--- config.mk ---
export PLATFORM = sky130hd
export DESIGN_NAME = game_end_timer_scoreboard
export DESIGN_NICKNAME = d
export VERILOG_FILES = /design/src/rtl/game_pkg.sv /design/src/rtl/game_end_timer_scoreboard_bcd2.sv /design/src/rtl/game_end_timer_scoreboard.sv
export SDC_FILE = /design/constraint.sdc
export NUM_CORES = 1
export LEC_CHECK = 0
export BUFFER_PORTS_ARGS = -buffer_cell sky130_fd_sc_hd__buf_2
export CAP_MARGIN = 20
export CORE_MARGIN = 3
export CORE_UTILIZATION = 51
export DETAILED_ROUTE_END_ITERATION = 7
export PLACE_DENSITY = 0.72
export SLEW_MARGIN = 30
export SYNTH_ARGS = -nofsm -noshare
export SYNTH_HDL_FRONTEND = slang
export SYNTH_SLANG_ARGS = --single-unit
--- constraint.sdc ---
create_clock -name clk -period 4.69 [get_ports clk]
set_input_delay 0.469 -clock clk [delete_from_list [all_inputs] [get_ports clk]]
set_output_delay 0.469 -clock clk [all_outputs]
set_load 0.01 [all_outputs]
--- src/rtl/game_pkg.sv ---
// Shared types and default timing constants for the game end-of-game timer and scoreboard.
`timescale 1ns/1ps
package game_pkg;

  typedef logic [7:0] bcd2_t;

  typedef enum logic [1:0] {
    EOG_IDLE,
    EOG_RUN,
    EOG_SCORE
  } eog_state_t;

  localparam int unsigned DEF_TICK_DIV       = 1_000_000;
  localparam int unsigned DEF_DURATION_TICKS = 100;
  localparam int unsigned DEF_BLINK_TICKS    = 10;

  localparam bcd2_t BCD2_ZERO = 8'h00;
  localparam bcd2_t BCD2_MAX  = 8'h99;

  // Two-digit BCD increment that holds at 99 instead of wrapping.
  function automatic bcd2_t bcd2_sat_inc(input bcd2_t v);
    bcd2_t r;
    r = v;
    if (v != BCD2_MAX) begin
      if (v[3:0] == 4'd9) begin
        r = {v[7:4] + 4'd1, 4'd0};
      end else begin
        r = {v[7:4], v[3:0] + 4'd1};
      end
    end
    return r;
  endfunction

endpackage

--- src/rtl/game_end_timer_scoreboard_bcd2.sv ---
// Saturating two-digit BCD score counter with synchronous clear (clear beats increment).
`timescale 1ns/1ps
module bcd2_sat_counter
  import game_pkg::*;
(
  input  logic  clk,
  input  logic  rst,
  input  logic  clr,
  input  logic  inc,
  output bcd2_t value
);

  bcd2_t r_value;
  bcd2_t w_next;

  always_comb begin
    w_next = r_value;
    if (clr) begin
      w_next = BCD2_ZERO;
    end else if (inc) begin
      w_next = bcd2_sat_inc(r_value);
    end
  end

  always_ff @(posedge clk or posedge rst) begin
    if (rst) begin
      r_value <= BCD2_ZERO;
    end else begin
      r_value <= w_next;
    end
  end

  assign value = r_value;

endmodule

--- src/rtl/game_end_timer_scoreboard.sv ---
// End-of-game pause timer: returns running to the game FSM, drives the win/loss
// indicator and keeps saturating BCD win/loss scores.
`timescale 1ns/1ps
module game_end_timer_scoreboard
  import game_pkg::*;
#(
  parameter int unsigned TICK_DIV       = DEF_TICK_DIV,
  parameter int unsigned DURATION_TICKS = DEF_DURATION_TICKS,
  parameter int unsigned BLINK_TICKS    = DEF_BLINK_TICKS
) (
  input  logic  clk,
  input  logic  rst,
  input  logic  start,
  input  logic  game_won,
  input  logic  score_clear,
  output logic  running,
  output logic  result_led,
  output bcd2_t win_bcd,
  output bcd2_t loss_bcd
);

  localparam int unsigned PW = $clog2(TICK_DIV);
  localparam int unsigned TW = $clog2(DURATION_TICKS + 1);
  localparam int unsigned BW = (BLINK_TICKS > 1) ? $clog2(BLINK_TICKS) : 1;

  localparam logic [PW-1:0] PRE_LAST   = PW'(TICK_DIV - 1);
  localparam logic [TW-1:0] TICK_LAST  = TW'(DURATION_TICKS - 1);
  localparam logic [BW-1:0] BLINK_LAST = BW'(BLINK_TICKS - 1);

  eog_state_t    r_state;
  logic [PW-1:0] r_pre;
  logic [TW-1:0] r_ticks;
  logic [BW-1:0] r_blink;
  logic          r_phase;

  logic w_tick;
  logic w_score;
  logic w_win_inc;
  logic w_loss_inc;

  assign w_tick = (r_state == EOG_RUN) && (r_pre == PRE_LAST);

  // A start pulse (re)arms the pause from any state; in SCORE the score is still
  // taken this cycle because the increment strobes below depend only on r_state.
  always_ff @(posedge clk or posedge rst) begin
    if (rst) begin
      r_state <= EOG_IDLE;
      r_pre   <= '0;
      r_ticks <= '0;
      r_blink <= '0;
      r_phase <= 1'b0;
    end else if (start) begin
      r_state <= EOG_RUN;
      r_pre   <= '0;
      r_ticks <= '0;
      r_blink <= '0;
      r_phase <= 1'b1;
    end else begin
      case (r_state)
        EOG_IDLE: begin
          r_state <= EOG_IDLE;
        end
        EOG_RUN: begin
          if (w_tick) begin
            r_pre   <= '0;
            r_ticks <= r_ticks + TW'(1);
            if (r_ticks == TICK_LAST) begin
              r_state <= EOG_SCORE;
            end
            if (r_blink == BLINK_LAST) begin
              r_blink <= '0;
              r_phase <= ~r_phase;
            end else begin
              r_blink <= r_blink + BW'(1);
            end
          end else begin
            r_pre <= r_pre + PW'(1);
          end
        end
        EOG_SCORE: begin
          r_state <= EOG_IDLE;
        end
        default: begin
          r_state <= EOG_IDLE;
        end
      endcase
    end
  end

  // The FSM samples running in the same cycle it pulses start, hence the bypass term.
  assign running    = start | (r_state == EOG_RUN);
  assign result_led = (r_state == EOG_RUN) & (game_won | r_phase);

  assign w_score    = (r_state == EOG_SCORE);
  assign w_win_inc  = w_score & game_won;
  assign w_loss_inc = w_score & ~game_won;

  bcd2_sat_counter u_win_cnt (
    .clk   (clk),
    .rst   (rst),
    .clr   (score_clear),
    .inc   (w_win_inc),
    .value (win_bcd)
  );

  bcd2_sat_counter u_loss_cnt (
    .clk   (clk),
    .rst   (rst),
    .clr   (score_clear),
    .inc   (w_loss_inc),
    .value (loss_bcd)
  );

endmodule

; Word level (Yosys, flattened, before mapping)
; Index checks and enable logic that the tools add are counted.
[word_totals]
ff_bits = 50
inputBits = 5
wordCells = 77
[op_classes]
n_addsub = 7
n_eq_ne = 11
mux = 26
bitwise_logic = 7
n_reduce_logical = 17
[ops]
columns = op, n
row1 = $mux 8, 8
row2 = $mux 20, 3
row3 = $mux 7, 3
row4 = $add 20x1->20 const B, 1
row5 = $add 4x1->4 const B, 5
row6 = $eq 20x20->1 const B, 1
row7 = $reduce_bool 2->1, 9
row8 = $mux 4, 4
row9 = $ne 8x8->1 const B, 2
row10 = $eq 4x4->1 const B, 3
row11 = $reduce_and 3->1, 3
row12 = $mux 2, 4
row13 = $reduce_and 2->1, 4
row14 = $add 7x1->7 const B, 1
row15 = $eq 7x7->1 const B, 1
row16 = $mux 1, 4
row17 = $and 1x1->1, 3
row18 = $ne 3x2->1 const B, 1
row19 = $ne 3x3->1 const B, 1
row20 = $eq 2x1->1 const B, 1
row21 = $eq 2x2->1 const B, 1
row22 = $not 1->1, 2
row23 = $or 1x1->1, 2
row24 = $logic_and 1x1->1, 1

; Logic depth before layout (Yosys ltp)
; Gate-level depths: netlist of the first run.
[depth]
word_depth = 5
depth_mapped = 8

; Cells and area by module
; Synthesis of the first run repeated with hierarchy kept, for this count alone.
[unflattened]
hier_cells = 316
hier_area_um2 = 2874.0
[modules_own_cells]
columns = module, instances, cells_each, area_each_um2, seq_area_each_um2
row1 = game_end_timer_scoreboard, 1, 216, 1893.1, 850.8
row2 = bcd2_sat_counter, 2, 50, 490.5, 200.2

; Worst setup path before layout of the first run
; No wires, ideal clock.
[synth_timing]
path_type = reg-to-reg
startpoint = register r_pre[0]
endpoint = register r_ticks[2]
setup_time_ns = 0.078
arrival_time_ns = 1.695
path_slack_ns = 2.917
path_stages_with_launch = 8
n_path_buf = 2
synth_period_minus_slack_ns = 1.773
cell_sequence = dfrtp_1 ha_1 and3_1 buf_2 nand3_2 clkbuf_1 or4_1 a21oi_1
[synth_via]
elab_chain_cells = 4
[synth_rtl]
columns = item, line
row1 = "start, declared", game_end_timer_scoreboard.sv:31  ; logic [PW-1:0] r_pre;
row2 = "start signal, assigned", game_end_timer_scoreboard.sv:77  ; r_pre <= r_pre + PW'(1);
row3 = $eq 20x20->1, game_end_timer_scoreboard.sv:41  ; assign w_tick = (r_state == EOG_RUN) && (r_pre == PRE_LAST);
row4 = $logic_and 1x1->1, game_end_timer_scoreboard.sv:41
row5 = $reduce_bool 2->1 (no source line), --
row6 = $reduce_and 2->1 (no source line), --
row7 = "end signal, assigned", game_end_timer_scoreboard.sv:66  ; r_ticks <= r_ticks + TW'(1);
row8 = "end, declared", game_end_timer_scoreboard.sv:32  ; logic [TW-1:0] r_ticks;
; No other way between the ends.
; A chain may end at the register's enable or synchronous reset.

; Worst setup path in the final report of the first run
[layout_timing]
startpoint = register r_pre[0]
endpoint = register r_blink[0]
[layout_via]
elab_chain_cells = 4
[layout_rtl]
columns = item, line
row1 = $eq 20x20->1, game_end_timer_scoreboard.sv:41
row2 = $logic_and 1x1->1, game_end_timer_scoreboard.sv:41
row3 = $reduce_bool 2->1 (no source line), --
row4 = $reduce_and 2->1 (no source line), --
row5 = "end signal, assigned", game_end_timer_scoreboard.sv:74  ; r_blink <= r_blink + BW'(1);
row6 = "end, declared", game_end_timer_scoreboard.sv:33  ; logic [BW-1:0] r_blink;
; No other way between the ends.

==> summary.md, run 1 <==
| Metric | Value |
|---|---|
| Outcome | finished, final reports clean |
| Max_cap viols | 0 |
| Worst reg2reg endpoint | r_blink[0]$_DFFE_PP0P_ |
| Deepest level of the CTS H-tree | 2 |
| Gpl congestion | 0.747 |
| Count of vias placed by the detailed router | 2245 |
| Iteration-0 DRC count of the detailed router | 114 |
| Global Route Usage Sum | 0.186 |
| DR pass1 iterations | 4 |
| Floorplan die area | 6440 µm² |
| Antenna diode count | 0 |
| Total of fill cells in the finished design | 455 |
| Maximum number of pins on one net before global-route repair | 51 |
| Core outline area | 5200 µm² |
| Wire length on met2 | 2530 µm |
| DRC violation count after routing | 0 |
| Average cell area after synthesis | 9.69 µm² |
| Row cnt | 26 |
| Slew of the pin with the lowest slew margin | 0.620 ns |
| Fin cells | 377 |
| Horiz. Die Dim | 80.2 µm |
| Area growth syn-to-layout | 8.01% |
| Share of final-layout standard cells stronger than drive strength 1 | 0.137 |
| Hold crit path type | in -> async |
| Routed len/inst | 14.4 µm |
| Nets | 324 |
| Leakage power | 0.00126 µW |
| Highest clock frequency the design can meet | 471 MHz |
| Wire length after detailed routing | 5430 µm |
| Clock tree root driver cell | sky130_fd_sc_hd__clkbuf_8 |
| Cell area after placement | 2950 µm² |
| Synthesized cell area | 2810 µm² |
| Largest buffer count on any clock path | 2 |
| Sum of negative setup slack | 0 ns |
| Maximum cell stage delay along the critical path | 0.63 ns |
| Arrival time of the worst setup path | 2.34 ns |
| Gate count of the mapped netlist | 290 |
| Met1 Routed Length | 2670 µm |
| Critical Path End Type | flip-flop |
| Pwr Density | 232 nW/µm² |
| Commonest cells after routing, fill and taps aside | 50 x sky130_fd_sc_hd__dfrtp_1, 30 x sky130_fd_sc_hd__a21oi_1, 26 x sky130_fd_sc_hd__nor2_1, 22 x sky130_fd_sc_hd__buf_2, 19 x sky130_fd_sc_hd__o21ai_0 |
| Rel. slew slack | 0.587 |
| Starting density of the core | 0.540 |
| # placed instances | 370 |
| Fraction of registers with async set/reset | 1.00 |
| Number of synthesized register bits | 50 |
| Global route total overflow | 0 |
| Per-cell via count in the routed design | 5.95 |
| CTS tree | done |
| Post-CTS Resized | 0 |
| Critical Setup Path Class | reg -> reg |
| Skew final | 0.0107 ns |
| Unrepaired setup endpoints after global routing | false |
| Num ports | 23 |
| Final Cell Area | 3040 µm² |
| Max stage delay cell, worst path | sky130_fd_sc_hd__or4_1 |
| Syn Nets | 307 |
| Highest routing layer actually used | met4 |
| Die H | 80.2 µm |
| Hold-fix buffer count after cts | 0 |
| Post CTS Setup Buffer Count | 0 |
| Register-to-Register Path Depth | 5 |
| IR Drop Worst-Case VDD | 0.000120 V |
| Sequential area share after synthesis | 0.445 |
| Vias in the first global route | 2133 |
| Worst-case setup slack after placement | 2.60 ns |
| Insertion delay to the later sink of the worst-skew pair | 0.30 ns |
| Distinct cell type count after synthesis | 48 |
| Crit path max-delay family | simple AND/OR/NAND/NOR gates |
| Critical path buffer and inverter count | 0 |
| Number of clock sinks | 50 |
| Number of buffers added by the clock tree synthesis step | 5 |
| YS warnings | 0 |
| Count of endpoints failing setup in the final report | 0 |
| Required time worst endpoint | 4.91 ns |
| Buffers on Ports | 22 |
| Global-route wire length before repair | 9560 µm |
| Cells along the critical path | ha_1 > and3_1 > nand3_2 > or4_1 > a21oi_1 |
| CTS clk-pin slew, worst paths | 0.09 ns |
| Launch instance of the worst register-to-register path | r_pre[0]$_DFFE_PP0P_ |
| Final slew viol count | 0 |
| Post-route fraction of the period consumed by the critical path | 0.453 |
| PnR worst setup slack | 2.57 ns |
| Worst-path maximum fanout | 25 |
| Most common flop cell mapped by yosys | sky130_fd_sc_hd__dfrtp_1 |
| Hold Vio Cnt, Final | 0 |
| Final worst path period need | 2.12 ns |
| Crit path launch type | flip-flop |
| Post-DRT Antenna Nets | 0 |
| Most common cell after layout, fill and taps aside | sky130_fd_sc_hd__dfrtp_1 |
| Met3 wire length | 180 µm |
| EDFF count, synth | 0 |
| Placed wire-length estimate | 3700 µm |
| Slack of the worst reg-to-reg path | 2.57 ns |
| Initial antenna violation count | 0 |
layer usage:
| metal | GRT usage | vias to the layer above |
|---|---|---|
| met3 | 0.0370 | 5 |
| met4 | 0.0507 | 0 |
| met5 | 0 | - |
| met2 | 0.301 | 41 |
| li1 | - | 1108 |
| met1 | 0.252 | 1091 |
cells by family after synthesis:
logic type | count (synthesis) | synth area share
adder cells (fa/ha/maj) | 12 | 0.0534
AO/OA/AOI/OAI | 74 | 0.158
buffers and inverters | 23 | 0.0356
multiplexers | 1 | 0.00401
flip-flops | 50 | 0.445
AND/OR/NAND/NOR | 115 | 0.257
XOR/XNOR | 15 | 0.0467
worst reg2reg max path, cell delays in order (launching register included):
cell and delay (ns):
sky130_fd_sc_hd__dfrtp_1 0.42, sky130_fd_sc_hd__ha_1 0.18, sky130_fd_sc_hd__and3_1 0.29, sky130_fd_sc_hd__nand3_2 0.37
sky130_fd_sc_hd__or4_1 0.63, sky130_fd_sc_hd__a21oi_1 0.16
report_power, final:
part | total (µW) | leakage [µW] | switching (µW) | internal (µW)
Clock | 244 | 0.0000362 | 142 | 102
Combinational | 24.1 | 0.000541 | 19.3 | 4.79
Sequential | 435 | 0.000686 | 2.55 | 433
flip-flops by register name (all words and copies together), names as in the netlist:
signal	flops
u_loss_cnt.value	8
r_state	2
u_win_cnt.value	8
r_ticks	7
r_pre	20
r_phase	1
r_blink	4
Yosys cell counts (all sizes together), types with 5 or more instances:
cell type,n,area (µm²)
nand3,8,50.1
and4,5,43.8
nand4,11,68.8
or4,11,82.6
o21ai,19,95.1
nand2,10,40.0
o31ai,7,52.6
xor2,12,105
buf,7,40.0
or3,9,58.8
nor2,26,97.6
a21oi,30,150
nor3,5,25.0
o2111ai,5,50.0
dfrtp,50,1250
inv,11,41.3
clkbuf,5,18.8
ha,12,150
and3,7,45.1
through the flow:
stage,util,power [µW],hold slack (ns)
3_5_place_dp,0.567,469,0.540
4_1_cts,0.583,716,0.272
3_3_place_gp,0.567,468,0.534
5_1_grt,0.583,735,0.294
2_1_floorplan,-,461,0.508
6_report,0.583,703,0.237
how the worst max path moves through the flow:
stage / cells past startpoint / start / endpoint / slack, ns
global route: 5 / r_pre[0]$_DFFE_PP0P_ / r_blink[0]$_DFFE_PP0P_ / 2.42
floorplan: 7 / r_pre[0]$_DFFE_PP0P_ / r_ticks[2]$_DFFE_PP0P_ / 2.92
detailed placement: 5 / r_pre[0]$_DFFE_PP0P_ / r_blink[0]$_DFFE_PP0P_ / 2.60
CTS: 5 / r_pre[0]$_DFFE_PP0P_ / r_blink[0]$_DFFE_PP0P_ / 2.57
finish: 5 / r_pre[0]$_DFFE_PP0P_ / r_blink[0]$_DFFE_PP0P_ / 2.57
global placement: 5 / r_pre[0]$_DFFE_PP0P_ / r_blink[2]$_DFFE_PP0P_ / 2.70
final cells by class:
cell class                 instances  area, µm²  share of cell area
clock inverter                     2       15.0             0.00494
sequential                        50       1250               0.412
timing repair buffer              22        110              0.0363
clock buffer                       5       68.8              0.0227
tap                               70       87.6              0.0288
multi-input combinational        217       1460               0.481
inverter                          11       43.8              0.0144
(Power assumes the default switching activity.)
==> run 2, diff against run 1 <==
--- a/config.mk
+++ b/config.mk
@@ -10,7 +10,7 @@
 export CORE_MARGIN = 3
 export CORE_UTILIZATION = 51
 export DETAILED_ROUTE_END_ITERATION = 7
-export PLACE_DENSITY = 0.72
+export PLACE_DENSITY = 0.74
 export SLEW_MARGIN = 30
 export SYNTH_ARGS = -nofsm -noshare
 export SYNTH_HDL_FRONTEND = slang
==> constraint.sdc (replaced) <==
create_clock -name clk -period 1.8 [get_ports clk]
set_input_delay 0.18 -clock clk [delete_from_list [all_inputs] [get_ports clk]]
set_output_delay 0.18 -clock clk [all_outputs]
set_load 0.01 [all_outputs]
==> run 2 against run 1 <==
Design area increased by 12%; power grew to 2.9 times the previous value; sequential power rose to 2.6 times the previous value; critical path type unchanged; register-to-register slack got worse by 2.6 ns; hold slack hardly changed; largest cell class unchanged; clock power increased to 3.3 times the previous value; first-iteration DRC count down 31%; maximum frequency up 19%; flip-flop and latch count stayed put.
==> summary.md, run 2 (synthesis gave the netlist of run 1 again) <==
| Metric | Value |
|---|---|
| Outcome | finished, final reports clean |
| Skew final | 0.00740 ns |
| Rel. slew slack | 0.635 |
| Deepest level of the CTS H-tree | 2 |
| Commonest cells after routing, fill and taps aside | 49 x sky130_fd_sc_hd__dfrtp_1, 27 x sky130_fd_sc_hd__buf_4, 26 x sky130_fd_sc_hd__nor2_1, 25 x sky130_fd_sc_hd__a21oi_1, 22 x sky130_fd_sc_hd__buf_2 |
| Largest buffer count on any clock path | 2 |
| Final Cell Area | 3410 µm² |
| Final worst path period need | 1.79 ns |
| Die H | 80.2 µm |
| CTS tree | done |
| Worst hold margin | 0.237 ns |
| Critical Setup Path Class | reg -> reg |
| Initial antenna violation count | 0 |
| Pwr Density | 596 nW/µm² |
| Cells along the critical path | ha_2 > and3_4 > nand3_4 > buf_12 > or4_4 > a21oi_2 |
| Insertion delay to the later sink of the worst-skew pair | 0.31 ns |
| Count of vias placed by the detailed router | 2414 |
| Cell area after placement | 3160 µm² |
| Hold Vio Cnt, Final | 0 |
| Hold crit path type | in -> reg |
| Unrepaired setup endpoints after global routing | true |
| Post-DRT Antenna Nets | 0 |
| Worst-path maximum fanout | 13 |
| IR Drop Worst-Case VDD | 0.000431 V |
| Worst-case setup slack after placement | -0.0369 ns |
| Slew of the pin with the lowest slew margin | 0.547 ns |
| Max stage delay cell, worst path | sky130_fd_sc_hd__or4_4 |
| Crit path launch type | flip-flop |
| Wire length after detailed routing | 6330 µm |
| Leakage power | 0.00148 µW |
| Critical Path End Type | flip-flop |
| Final slew viol count | 0 |
| DR pass1 iterations | 4 |
| Max_cap viols | 0 |
| Post-route fraction of the period consumed by the critical path | 0.994 |
| Arrival time of the worst setup path | 2.03 ns |
| Most common cell after layout, fill and taps aside | sky130_fd_sc_hd__dfrtp_1 |
| Horiz. Die Dim | 80.2 µm |
| Global-route wire length before repair | 10200 µm |
| Placed wire-length estimate | 4150 µm |
| Highest clock frequency the design can meet | 559 MHz |
| Num ports | 23 |
| Number of clock sinks | 50 |
| Row cnt | 26 |
| Routed len/inst | 15.5 µm |
| Maximum number of pins on one net before global-route repair | 29 |
| Share of final-layout standard cells stronger than drive strength 1 | 0.254 |
| Area growth syn-to-layout | 21.2% |
| CTS clk-pin slew, worst paths | 0.09 ns |
| Final design utilization | 0.655 |
| DRC violation count after routing | 0 |
| Required time worst endpoint | 2.04 ns |
| Iteration-0 DRC count of the detailed router | 79 |
| Floorplan die area | 6440 µm² |
| Global route total overflow | 0 |
| Largest register FFs | 20 |
| PnR worst setup slack | 0.0101 ns |
| Global Route Usage Sum | 0.201 |
| Nets | 355 |
| Starting density of the core | 0.540 |
| Gpl congestion | 0.793 |
| Per-cell via count in the routed design | 5.92 |
| Maximum cell stage delay along the critical path | 0.51 ns |
| Core outline area | 5200 µm² |
| Count of endpoints failing setup in the final report | 0 |
| Antenna diode count | 0 |
| Clock tree root driver cell | sky130_fd_sc_hd__clkbuf_8 |
| Largest register by flop count | r_pre |
| Number of buffers added by the clock tree synthesis step | 5 |
| Vias in the first global route | 2213 |
| Sum of negative setup slack | 0 ns |
| Buffers on Ports | 22 |
==> run 2: cell count changes in the layout (fill, tap and decap cells not counted), moves of 2 or more <==
cell                         previous run  this run
sky130_fd_sc_hd__nand3_4                0         2
sky130_fd_sc_hd__clkinvlp_4             2         0
sky130_fd_sc_hd__or4_1                 11         7
sky130_fd_sc_hd__or4_4                  0         4
sky130_fd_sc_hd__a21oi_1               30        25
sky130_fd_sc_hd__nand3_2                2         0
sky130_fd_sc_hd__a21oi_2                0         5
sky130_fd_sc_hd__buf_4                  0        27
sky130_fd_sc_hd__buf_12                 0         2
==> run 2: worst max-delay path: cells and delay by family (launching register included) <==
kind / cells / cell delay (ns)
flip-flops: 1 / 0.37
AO/OA/AOI/OAI: 1 / 0.15
buffers and inverters: 1 / 0.16
adder cells (fa/ha/maj): 1 / 0.19
AND/OR/NAND/NOR: 3 / 0.84
==> run 2: area by class of cell <==
class | instances | area, µm²
clock inverters | 1 | 30.0
multi-input cells | 217 | 1530
well taps | 70 | 87.6
flip-flops and latches | 50 | 1250
fillers | 443 | 1800
clock buffers | 6 | 82.6
inverters | 11 | 41.3
repair buffers | 53 | 388
==> run 2: power breakdown <==
part	switching, µW	internal, µW	leakage (µW)
Clock	372	445	0.0000573
Sequential	4.57	1130	0.000684
Combinational	56.5	24.7	0.000739
==> run 2: per-stage QoR <==
| stage | power [µW] | cells |
|---|---|---|
| CTS | 2050 | 406 |
| global placement | 1230 | 395 |
| global route | 2100 | 408 |
| finish | 2030 | 408 |
| floorplan | 1200 | 290 |
| detailed placement | 1230 | 395 |
==> run 2: path summary, 6_finish.rpt <==
check,start,slack (ns),depth (start not counted),end
max in group asynchronous,rst,0.81,4,r_pre[6]$_DFFE_PP0P_
min in group asynchronous,rst,0.44,3,u_loss_cnt.value[7]$_DFFE_PP0P_
setup / recovery,r_pre[1]$_DFFE_PP0P_,0.01,6,r_blink[1]$_DFFE_PP0P_
setup reg to reg,r_pre[1]$_DFFE_PP0P_,0.01,6,r_blink[1]$_DFFE_PP0P_
hold reg to reg,u_loss_cnt.value[7]$_DFFE_PP0P_,0.58,2,u_loss_cnt.value[7]$_DFFE_PP0P_
hold / removal,score_clear,0.24,2,u_win_cnt.value[0]$_DFFE_PP0P_
==> run 2: what timing repair did <==
| item | CTS | global route |
|---|---|---|
| endpoints found under the setup margin | 15 | 15 |
| pin swaps | 2 | 7 |
| gates resized for setup | 4 | 15 |
| setup buffers | 3 | 1 |
| cloned | 0 | 1 |
| hold buffers | 1 | 0 |
| hold endpoints to repair | 22 | 0 |
==> run 2: metal layers <==
layer	vias to the layer above	global-route usage	share of wire
met1	1186	0.273	0.46
met2	55	0.326	0.48
met5	-	0	0
met4	0	0.0557	0.0093
met3	6	0.0392	0.042
li1	1167	-	-
